===== config.mk =====
export PLATFORM = sky130hd
export DESIGN_NAME = rgmii_receive_controller
export DESIGN_NICKNAME = d
export VERILOG_FILES = /design/src/rtl/rgmii_receive_controller.sv
export SDC_FILE = /design/constraint.sdc
export NUM_CORES = 1
export LEC_CHECK = 0
export CORE_AREA = 5 5 96 165
export CTS_BUF_LIST = sky130_fd_sc_hd__clkbuf_8
export CTS_CLUSTER_DIAMETER = 40
export DETAILED_ROUTE_END_ITERATION = 16
export DIE_AREA = 0 0 101 170
export GPL_ROUTABILITY_DRIVEN = 0
export PLACE_DENSITY = 0.59
export REMOVE_ABC_BUFFERS = 1
export SYNTH_ARGS = -nofsm -noshare
export SYNTH_HDL_FRONTEND = slang
export SYNTH_SLANG_ARGS = --single-unit

===== constraint.sdc =====
create_clock -name clock -period 2.9 [get_ports clock]
set_input_delay 0.435 -clock clock [delete_from_list [all_inputs] [get_ports clock]]
set_output_delay 0.435 -clock clock [all_outputs]
set_load 0.01 [all_outputs]

===== src/rtl/rgmii_receive_controller.sv =====
// RGMII 1000M receive sequencer: strips preamble/SFD, emits the payload as a
// valid/last/error byte stream, decodes in-band link status and counts frames.
module rgmii_receive_controller #(
  parameter int MAX_PREAMBLE_BYTES = 7,
  parameter int MAX_FRAME_BYTES    = 1522,
  parameter int COUNTER_WIDTH      = 32
) (
  input  logic                     clock,
  input  logic                     reset_n,
  input  logic [7:0]               ddr_data,
  input  logic [1:0]               ddr_control,
  output logic [7:0]               data_out,
  output logic                     data_valid,
  output logic                     data_last,
  output logic                     data_error,
  output logic                     link_up,
  output logic [1:0]               link_speed,
  output logic                     full_duplex,
  output logic [COUNTER_WIDTH-1:0] good_frame_count,
  output logic [COUNTER_WIDTH-1:0] error_frame_count
);
  localparam int PW = $clog2(MAX_PREAMBLE_BYTES + 2);
  localparam int BW = $clog2(MAX_FRAME_BYTES + 2);
  localparam logic [PW-1:0] MAX_PRE  = PW'(MAX_PREAMBLE_BYTES);
  localparam logic [BW-1:0] MAX_LEN  = BW'(MAX_FRAME_BYTES);
  localparam logic [7:0]    PRE_BYTE = 8'h55;
  localparam logic [7:0]    SFD_BYTE = 8'hD5;

  typedef enum logic [1:0] {IDLE, PREAMBLE, PAYLOAD, DROP} state_e;

  logic [7:0] rx_byte;
  logic       rx_dv, rx_er;
  assign rx_byte = {ddr_data[3:0], ddr_data[7:4]};
  assign rx_dv   = ddr_control[1];
  assign rx_er   = ddr_control[1] ^ ddr_control[0];

  state_e                   state_q, state_d;
  logic [PW-1:0]            pre_cnt_q, pre_cnt_d;
  logic [BW-1:0]            byte_cnt_q, byte_cnt_d;
  logic [7:0]               hold_q, hold_d;
  logic                     hold_vld_q, hold_vld_d;
  logic                     sticky_q, sticky_d;
  logic                     trunc_q, trunc_d;
  logic [7:0]               data_out_q, data_out_d;
  logic                     data_valid_q, data_valid_d;
  logic                     data_last_q, data_last_d;
  logic                     data_error_q, data_error_d;
  logic                     link_up_q, link_up_d;
  logic [1:0]               link_speed_q, link_speed_d;
  logic                     full_duplex_q, full_duplex_d;
  logic [COUNTER_WIDTH-1:0] good_q, good_d;
  logic [COUNTER_WIDTH-1:0] bad_q, bad_d;
  logic                     good_inc, bad_inc;

  always_comb begin
    state_d       = state_q;
    pre_cnt_d     = pre_cnt_q;
    byte_cnt_d    = byte_cnt_q;
    hold_d        = hold_q;
    hold_vld_d    = hold_vld_q;
    sticky_d      = sticky_q;
    trunc_d       = trunc_q;
    data_out_d    = data_out_q;
    data_valid_d  = 1'b0;
    data_last_d   = 1'b0;
    data_error_d  = 1'b0;
    link_up_d     = link_up_q;
    link_speed_d  = link_speed_q;
    full_duplex_d = full_duplex_q;
    good_inc      = 1'b0;
    bad_inc       = 1'b0;
    unique case (state_q)
      IDLE: begin
        byte_cnt_d = '0;
        hold_vld_d = 1'b0;
        sticky_d   = 1'b0;
        trunc_d    = 1'b0;
        if (!rx_dv) begin
          // rx_er with rx_dv low is carrier extension / false carrier, not status
          if (!rx_er) begin
            link_up_d     = rx_byte[0];
            link_speed_d  = rx_byte[2:1];
            full_duplex_d = rx_byte[3];
          end
        end else if (rx_byte == PRE_BYTE) begin
          state_d   = PREAMBLE;
          pre_cnt_d = PW'(1);
        end else if (rx_byte == SFD_BYTE) begin
          state_d = PAYLOAD;
        end else begin
          state_d = DROP;
        end
      end
      PREAMBLE: begin
        if (!rx_dv) begin
          state_d = IDLE;
          bad_inc = 1'b1;
        end else if (rx_byte == PRE_BYTE) begin
          if (pre_cnt_q >= MAX_PRE) state_d = DROP;
          else                      pre_cnt_d = pre_cnt_q + PW'(1);
        end else if (rx_byte == SFD_BYTE) begin
          state_d = PAYLOAD;
        end else begin
          state_d = DROP;
        end
      end
      PAYLOAD: begin
        if (rx_dv && byte_cnt_q == MAX_LEN) begin
          data_out_d   = hold_q;
          data_valid_d = 1'b1;
          data_last_d  = 1'b1;
          data_error_d = 1'b1;
          bad_inc      = 1'b1;
          trunc_d      = 1'b1;
          hold_vld_d   = 1'b0;
          state_d      = DROP;
        end else if (rx_dv) begin
          // one-byte hold lets the final byte be tagged last when rx_dv drops
          if (hold_vld_q) begin
            data_out_d   = hold_q;
            data_valid_d = 1'b1;
          end
          hold_d     = rx_byte;
          hold_vld_d = 1'b1;
          byte_cnt_d = byte_cnt_q + BW'(1);
          if (rx_er) sticky_d = 1'b1;
        end else begin
          state_d = IDLE;
          if (hold_vld_q) begin
            data_out_d   = hold_q;
            data_valid_d = 1'b1;
            data_last_d  = 1'b1;
            data_error_d = sticky_q;
            good_inc     = !sticky_q;
            bad_inc      = sticky_q;
          end else begin
            bad_inc = 1'b1;
          end
        end
      end
      DROP: begin
        if (!rx_dv) begin
          state_d = IDLE;
          bad_inc = !trunc_q;
        end
      end
      default: state_d = IDLE;
    endcase
    good_d = good_q + COUNTER_WIDTH'(good_inc);
    bad_d  = bad_q + COUNTER_WIDTH'(bad_inc);
  end

  always_ff @(posedge clock or negedge reset_n) begin
    if (!reset_n) begin
      state_q       <= IDLE;
      pre_cnt_q     <= '0;
      byte_cnt_q    <= '0;
      hold_q        <= '0;
      hold_vld_q    <= 1'b0;
      sticky_q      <= 1'b0;
      trunc_q       <= 1'b0;
      data_out_q    <= '0;
      data_valid_q  <= 1'b0;
      data_last_q   <= 1'b0;
      data_error_q  <= 1'b0;
      link_up_q     <= 1'b0;
      link_speed_q  <= '0;
      full_duplex_q <= 1'b0;
      good_q        <= '0;
      bad_q         <= '0;
    end else begin
      state_q       <= state_d;
      pre_cnt_q     <= pre_cnt_d;
      byte_cnt_q    <= byte_cnt_d;
      hold_q        <= hold_d;
      hold_vld_q    <= hold_vld_d;
      sticky_q      <= sticky_d;
      trunc_q       <= trunc_d;
      data_out_q    <= data_out_d;
      data_valid_q  <= data_valid_d;
      data_last_q   <= data_last_d;
      data_error_q  <= data_error_d;
      link_up_q     <= link_up_d;
      link_speed_q  <= link_speed_d;
      full_duplex_q <= full_duplex_d;
      good_q        <= good_d;
      bad_q         <= bad_d;
    end
  end

  assign data_out          = data_out_q;
  assign data_valid        = data_valid_q;
  assign data_last         = data_last_q;
  assign data_error        = data_error_q;
  assign link_up           = link_up_q;
  assign link_speed        = link_speed_q;
  assign full_duplex       = full_duplex_q;
  assign good_frame_count  = good_q;
  assign error_frame_count = bad_q;
endmodule


Word level (Yosys, flattened, before mapping)
Cells that the tools add are included.
Cells by class
  equality and inequality tests: 17
  add/subtract/negate cells: 4
  multiply operators: 0
  bitwise logic cells: 4
  mux-type cells: 49
  magnitude comparators: 1
  shift-type cells: 0
  divide/modulo/power cells: 0
  reduce and logical (&&, ||, !) cells: 16
Operators by type and width (number)
  $add A32 B1 Y32: 2
  $mux W1: 26
  $mux W11: 2
  $pmux W11 S2: 1
  $mux W4: 5
  $ne A2 B2 Y1 const B: 9
  $mux W8: 2
  $mux W2: 7
  $add A11 B1 Y11 const B: 1
  $eq A11 B11 Y1 const B: 1
  $reduce_and A3 Y1: 3
  $eq A8 B7 Y1 const B: 1
  $eq A8 B8 Y1 const B: 1
  $pmux W2 S4: 1
  $pmux W4 S2: 1
  $reduce_and A2 Y1: 4
  $pmux W1 S2: 3
  $reduce_and A6 Y1: 1
  $reduce_bool A2 Y1: 3
  $add A4 B1 Y4 const B: 1
  $eq A2 B2 Y1 const B: 2
  $ge A4 B3 Y1 const B: 1
  $ne A4 B4 Y1 const B: 1
  $reduce_and A4 Y1: 1
  other kinds (8): 11
Word-level totals
  flip-flop bits (word level): 107
  bits in latches: 0
  memories kept: 0
  input bits: 12
  word-level logic and storage cells: 107
  bits in read-only memories: 0
  output and inout port bits: 79
  memory bits (writable): 0

Depth between registers and ports, before layout
Gate-level depths: netlist of run 1.
  word-level depth: 6
  gate-level depth with buffers: 12
  depth with buffers taken out: 12

Worst setup path after synthesis of run 1
Ideal clock, no wire load.
  path kind: register -> register
  start: register byte_cnt_q[0]
  end: register bad_q[28], in the netlist error_frame_count[28]
  setup slack: 0.191 ns
  path buffers: 0
  library setup time: 0.126 ns
  arrival time: 2.583 ns
  required time: 2.774 ns
  cell stages (with the launch flop): 13
  cells stage by stage: dfrtp_1 -> inv_1 -> ha_1 -> and4b_2 -> nand4_4 -> a21oi_1 -> a31o_2 -> ha_1 -> ha_1 -> nand4_1 -> nor4_4 -> nand4_1 -> xnor2_1
On the way
  word-level cells in the longest chain between the ends: 5
Ends and longest elaborated chain
  start, declared: RTL line 39  | logic [BW-1:0] byte_cnt_q, byte_cnt_d;
  start signal, assigned: RTL line 174  | byte_cnt_q <= byte_cnt_d;
  $eq A11 B11 Y1: RTL line 108  | if (rx_dv && byte_cnt_q == MAX_LEN) begin
  $logic_and A1 B1 Y1: RTL line 108
  $mux W1: RTL line 108
  $pmux W1 S3: RTL line 72  | unique case (state_q)
  $add A32 B1 Y32: RTL line 150  | bad_d = bad_q + COUNTER_WIDTH'(bad_inc);
  net bad_d[28]: RTL line 52  | logic [COUNTER_WIDTH-1:0] bad_q, bad_d;
  end signal, assigned: RTL line 170  | bad_q <= '0;
  end signal, assigned: RTL line 187  | bad_q <= bad_d;
  end, declared: RTL line 52
The timed path passes the listed nets, and every way through them passes these cells.
A chain may end at the register's enable or synchronous reset.

Worst setup path in the final report of run 1
  start: register byte_cnt_q[0]
  end: register bad_q[22], in the netlist error_frame_count[22]
Same word-level chain as after synthesis.

==> reports/results.txt, run 1 <==
Cell Count, Final, Fillers Out = 706
Routed Antenna Nets = 0
residual overflow from global routing = 0
Pwr Density = 516 nW/um^2
final setup fails = 0
Worst path top cell family by delay = simple AND/OR/NAND/NOR gates
routed vias = 3622
number of synthesized flops with an enable pin = 0
placed cell area = 6140 sq um
initial antenna violation count = 0
Final Util = 0.442
CP Buf/Inv Count = 2
largest net degree at the start of global routing = 56
worst vdd ir = 0.253 mV
Pleak = 2.73 nW
DRT Pass-1 Iters = 4
Port Buffers = 90
Worst-path clk slew = 110 ps
Cells after DPL = 690
die width = 101 um
CTS tree = yes
final period utilization = 0.937
hold crit path type = in2async
I/O Pins = 91
CTS Buf Count = 9
hpwl dp = 8.44 mm
gate count after technology mapping = 407
residual DRC count = 0
CTS Buffer Depth = 2
Initial Util = 0.342
total power = 3.26 mW
Hold Vio Cnt, Final = 0
nets = 541
Seq/Total Area, Yosys = 0.547
status = finished clean
Post-CTS Setup Inserts = 0
Fmax = 0.368 GHz
fraction of layout cells with a size suffix above 1 = 0.146
Avg Inst Size Synth = 12.0 sq um
Critical Path Sink Type = flip-flop
latest clock arrival within the worst-skew pair = 380 ps
first-pass GRT wire length = 18.7 mm
Post-Place Setup Slack = 22.4 ps
worst-margin pin slew = 727 ps
Syn-to-layout area delta = 29.3%
fin area = 6320 sq um
worst path required time = 3150 ps
total number of yosys warnings = 0
H-tree Lvls = 3
worst-path cell chain = inv_1, ha_1, and4b_2, nand4_4, a21oi_2, a31o_2, ha_2, ha_1, nand4_1, buf_4, nor4_4, nand4_1, xnor2_1
final slew viol count = 0
setup TNS = 0 ps
RSZ-0062 raised after global routing = true
Yosys cell types = 49
# rows = 58
ys async rst share = 1.00
Sink Count = 107
DRT iter0 DRCs = 93
Worst path slowest cell = dfrtp_1
vias in the first global route = 3770
Slew headroom = 0.511
top_reg_cell synth = dfrtp_1
Wirelength per Cell = 15.8 um
root buf cell = clkbuf_8
# diodes = 0
netlist area before placement = 4890 sq um
die area = 17200 sq um
final wirelength = 11.2 mm
commonest non-fill, non-tap cell in the layout = dfrtp_1
Seq cells post-synth = 107
Startpoint Class = flip-flop
CP Class = reg2reg
Min Clock Period, post-route = 2720 ps
worst hold margin = 84.3 ps
Via density = 5.13
Die Y = 170 um
skew final = 18.8 ps
crit path max fanout = 5
Crit path largest cell delay = 410 ps
most frequent cells in the layout = dfrtp_1 (107), clkdlybuf4s50_1 (89), xnor2_1 (50)
CP arrival = 2970 ps
core footprint = 14300 sq um
final setup margin = 184 ps
Max-Cap Viols = 0
gr usage total = 0.137
cell families (layout without fill, tap and decap cells):
| logic type | count (synthesis) | count (layout) | synth area share |
|---|---|---|---|
| compound gates | 33 | 33 | 0.0550 |
| xor+xnor | 62 | 62 | 0.111 |
| fa+ha+maj | 8 | 8 | 0.0205 |
| buf+inv | 18 | 137 | 0.0153 |
| flops | 107 | 107 | 0.547 |
| mux | 24 | 24 | 0.0542 |
| simple gates | 155 | 155 | 0.196 |
power breakdown:
part	internal (mW)	switching (mW)
Combinational	0.358	0.253
Sequential	1.65	0.146
Clock	0.321	0.534
flip-flops by register name, indices dropped and copies added, names as in the netlist:
name and flops:
hold_q 8, state_q 2, data_last 1, trunc_q 1, error_frame_count 32, byte_cnt_q 11
full_duplex 1, pre_cnt_q 4, data_out 8, good_frame_count 32, link_speed 2, data_valid 1
link_up 1, data_error 1, hold_vld_q 1, sticky_q 1
cells in the mapped netlist, types with 6 or more instances:
| cell | number | area, sq um |
|---|---|---|
| nand2_1 | 31 | 116 |
| o21ai_0 | 8 | 40.0 |
| and3_1 | 9 | 56.3 |
| ha_1 | 8 | 100 |
| xnor2_1 | 50 | 438 |
| nor3_1 | 8 | 40.0 |
| mux2_2 | 20 | 225 |
| nand3_1 | 26 | 130 |
| inv_1 | 11 | 41.3 |
| xor2_1 | 12 | 105 |
| a21oi_1 | 6 | 30.0 |
| dfrtp_1 | 107 | 2680 |
| nor2_1 | 20 | 75.1 |
| nand4_1 | 30 | 188 |
final timing paths:
check	from	to	slack [ps]	depth (start not counted)
setup / recovery	byte_cnt_q[0]	error_frame_count[22]	180	13
hold / removal	reset_n	good_frame_count[21]	80	1
setup reg to reg	byte_cnt_q[0]	error_frame_count[22]	180	13
hold reg to reg	byte_cnt_q[10]	byte_cnt_q[10]	480	1
max in group asynchronous	reset_n	error_frame_count[4]	2060	2
min in group clock	byte_cnt_q[10]	byte_cnt_q[10]	480	1
worst register-to-register path, cell delays in order (launching register included):
cell and delay (ps):
dfrtp_1 410, inv_1 70, ha_1 130, and4b_2 310
nand4_4 120, a21oi_2 140, a31o_2 120, ha_2 190
ha_1 160, nand4_1 100, buf_4 170, nor4_4 360
nand4_1 160, xnor2_1 150
layout make-up:
cell class | instances | area [sq um]
Clock buffer | 9 | 124
Clock inverter | 7 | 52.6
Fill cell | 1353 | 7970
Inverter | 12 | 45.0
Multi-Input combinational cell | 282 | 2140
Sequential cell | 107 | 2680
Tap cell | 180 | 225
Timing Repair Buffer | 109 | 1050
metal layers:
metal / up-vias / share of wire / GRT usage
li1: 1692 / - / -
met1: 1830 / 0.39 / 0.156
met2: 84 / 0.55 / 0.252
met3: 16 / 0.042 / 0.0230
met4: 0 / 0.019 / 0.0498
met5: - / 0 / 0
repair_timing:
action	4_1_cts	5_1_grt
setup endpoints to repair	0	7
resized for setup	0	2
hold buffers	0	0
No activity file was read; power rests on OpenSTA's default activity.
==> run 2: changes to the inputs <==
Settings changed: CORE_AREA 5 5 96 165 to 2 2 93 162, DIE_AREA 0 0 101 170 to 0 0 95 164.
==> run 2 against run 1 <==
Net effect: cell count increased by 0.14%; clock power is essentially flat; count of clock-buffer cells in the layout stayed put; non-clock buffer count increased by 1; highest routed layer unchanged; flip-flop and latch count unchanged; critical path depth decreased by 2; first-iteration DRC count up 5.4%.
==> reports/results.txt, run 2 (same netlist as run 1, synthesis figures left out) <==
status = finished clean (unchanged)
initial antenna violation count = 0 (unchanged)
final wirelength = 11.2 mm (about the same)
reg2reg setup slack = 230 ps (was 180 ps)
Min Clock Period, post-route = 2670 ps (was 2720 ps)
Pleak = 2.74 nW (was 2.73 nW)
number of cells on the worst reg-to-reg path = 11 (was 13)
Worst-path clk slew = 110 ps (about the same)
# diodes = 0 (unchanged)
Hold Buf Count CTS = 0 (unchanged)
first-pass GRT wire length = 18.7 mm (about the same)
DRT Pass-1 Iters = 4 (unchanged)
worst-margin pin slew = 805 ps (was 727 ps)
Routed Antenna Nets = 0 (unchanged)
Sink Count = 107 (unchanged)
skew final = 13.2 ps (was 18.8 ps)
DRT iter0 DRCs = 98 (was 93)
Hold Vio Cnt, Final = 0 (unchanged)
CTS tree = yes (unchanged)
CTS Buf Count = 9 (unchanged)
fill count = 1362 (was 1353)
RSZ-0062 raised after global routing = false (was true)
I/O Pins = 91 (unchanged)
die area = 15600 sq um (was 17200 sq um)
Crit. Startpoint = byte_cnt_q[0] (unchanged)
CP arrival = 2940 ps (was 2970 ps)
fin area = 6320 sq um (about the same)
die width = 95 um (was 101 um)
CP Class = reg2reg (unchanged)
Worst Setup EP = error_frame_count[17] (was error_frame_count[22])
worst vdd ir = 0.318 mV (was 0.253 mV)
Port Buffers = 90 (unchanged)
gr usage total = 0.153 (was 0.137)
final period utilization = 0.921 (was 0.937)
fraction of layout cells with a size suffix above 1 = 0.146 (about the same)
area of the multi-input gates = 2150 sq um (was 2140 sq um)
Startpoint Class = flip-flop (unchanged)
most frequent cells in the layout = dfrtp_1 (107), clkdlybuf4s50_1 (89), xnor2_1 (50) (unchanged)
Die Y = 164 um (was 170 um)
Pwr Density = 515 nW/um^2 (was 516 nW/um^2)
Cells after DPL = 691 (was 690)
vias in the first global route = 3718 (was 3770)
# rows = 58 (unchanged)
placed cell area = 6130 sq um (was 6140 sq um)
Syn-to-layout area delta = 29.2% (was 29.3%)
residual DRC count = 0 (unchanged)
crit path max fanout = 3 (was 5)
Cell Count, Final, Fillers Out = 707 (was 706)
latest clock arrival within the worst-skew pair = 370 ps (was 380 ps)
Slew headroom = 0.463 (was 0.511)
hpwl dp = 8.16 mm (was 8.44 mm)
final setup fails = 0 (unchanged)
Via density = 5.09 (was 5.13)
r2r startpoint = byte_cnt_q[0] (unchanged)
reg-to-reg critical path endpoint = error_frame_count[17] (was error_frame_count[22])
area taken by flip-flops and latches = 2680 sq um (unchanged)
core footprint = 14300 sq um (unchanged)
largest net degree at the start of global routing = 63 (was 56)
Max-Cap Viols = 0 (unchanged)
residual overflow from global routing = 0 (unchanged)
hold crit path type = in2async (unchanged)
worst path required time = 3170 ps (was 3150 ps)
nets = 542 (was 541)
root buf cell = clkbuf_8 (unchanged)
CTS Buffer Depth = 2 (unchanged)
final slew viol count = 0 (unchanged)
Wirelength per Cell = 15.8 um (about the same)
H-tree Lvls = 3 (unchanged)
Initial Util = 0.342 (unchanged)
Critical Path Sink Type = flip-flop (unchanged)
routed vias = 3601 (was 3622)
commonest non-fill, non-tap cell in the layout = dfrtp_1 (unchanged)
Fmax = 0.374 GHz (was 0.368 GHz)
run 2: changes by cell type in the layout (fill, tap and decap cells not counted), sizes merged:
| cell | before | now |
|---|---|---|
| buf | 20 | 21 |
| clkinv | 1 | 2 |
| inv | 17 | 16 |
run 2: how the worst min path moves through the flow:
| stage | startpoint | endpoint | slack [ps] | depth (start not counted) |
|---|---|---|---|---|
| 2_1_floorplan | reset_n | byte_cnt_q[0] | 140 | 0 |
| 3_3_place_gp | error_frame_count[31] | error_frame_count[31] | 460 | 1 |
| 3_5_place_dp | error_frame_count[31] | error_frame_count[31] | 470 | 1 |
| 4_1_cts | reset_n | good_frame_count[23] | 150 | 1 |
| 5_1_grt | reset_n | good_frame_count[23] | 170 | 1 |
| 6_report | reset_n | good_frame_count[23] | 120 | 1 |
run 2: metal layers:
| metal | vias up | routed length (um) | track usage |
|---|---|---|---|
| li1 | 1685 | - | - |
| met4 | 0 | 160 | 0.0455 |
| met5 | - | 0 | 0 |
| met2 | 70 | 6190 | 0.287 |
| met1 | 1837 | 4490 | 0.171 |
| met3 | 9 | 337 | 0.0303 |
run 2: repair_timing:
| action | 4_1_cts | 5_1_grt |
|---|---|---|
| resized for setup | 0 | 1 |
| buffers inserted | 0 | 0 |
| endpoints found under the setup margin | 0 | 6 |
run 2: final cells by class:
cell class / instances / area share
multi-input combinational: 282 / 0.340
sequential: 107 / 0.424
clock buffer: 9 / 0.0196
clock inverter: 7 / 0.00812
timing repair buffer: 110 / 0.166
inverter: 12 / 0.00713
tap: 180 / 0.0356
run 2: report_power, final:
| part | internal, mW | switching [mW] | total (mW) |
|---|---|---|---|
| clock | 0.319 | 0.535 | 0.855 |
| sequential | 1.65 | 0.145 | 1.79 |
| combinational | 0.354 | 0.252 | 0.606 |
| total | 2.32 | 0.932 | 3.25 |
run 2: stage by stage:
| step | total power, mW | hold slack, ps | utilization | setup slack, ps | setup TNS (ps) |
|---|---|---|---|---|---|
| 2_1_floorplan | 2.04 | 139 | - | 182 | 0 |
| 3_3_place_gp | 2.43 | 462 | 0.429 | 66.2 | 0 |
| 3_5_place_dp | 2.45 | 469 | 0.429 | -16.0 | -27.8 |
| 4_1_cts | 3.31 | 155 | 0.441 | 137 | 0 |
| 5_1_grt | 3.44 | 175 | 0.442 | 60.9 | 0 |
| 6_report | 3.26 | 121 | 0.442 | 228 | 0 |
run 2: worst max-delay path, stage by stage, from the launching register on:
cell and delay (ps):
dfrtp_1 400, inv_1 60, ha_1 130, and4b_2 310
nand4_4 110, a21oi_1 170, a31o_2 130, ha_1 190
and4_4 270, nand4_4 120, or4_1 540, xnor2_1 140
==> run 3: changes to the inputs <==
Settings changed: CTS_CLUSTER_DIAMETER 40 to unset.
==> results of run 3 <==
Same layout as run 2: the final DEF is identical, and so are final timing and power.
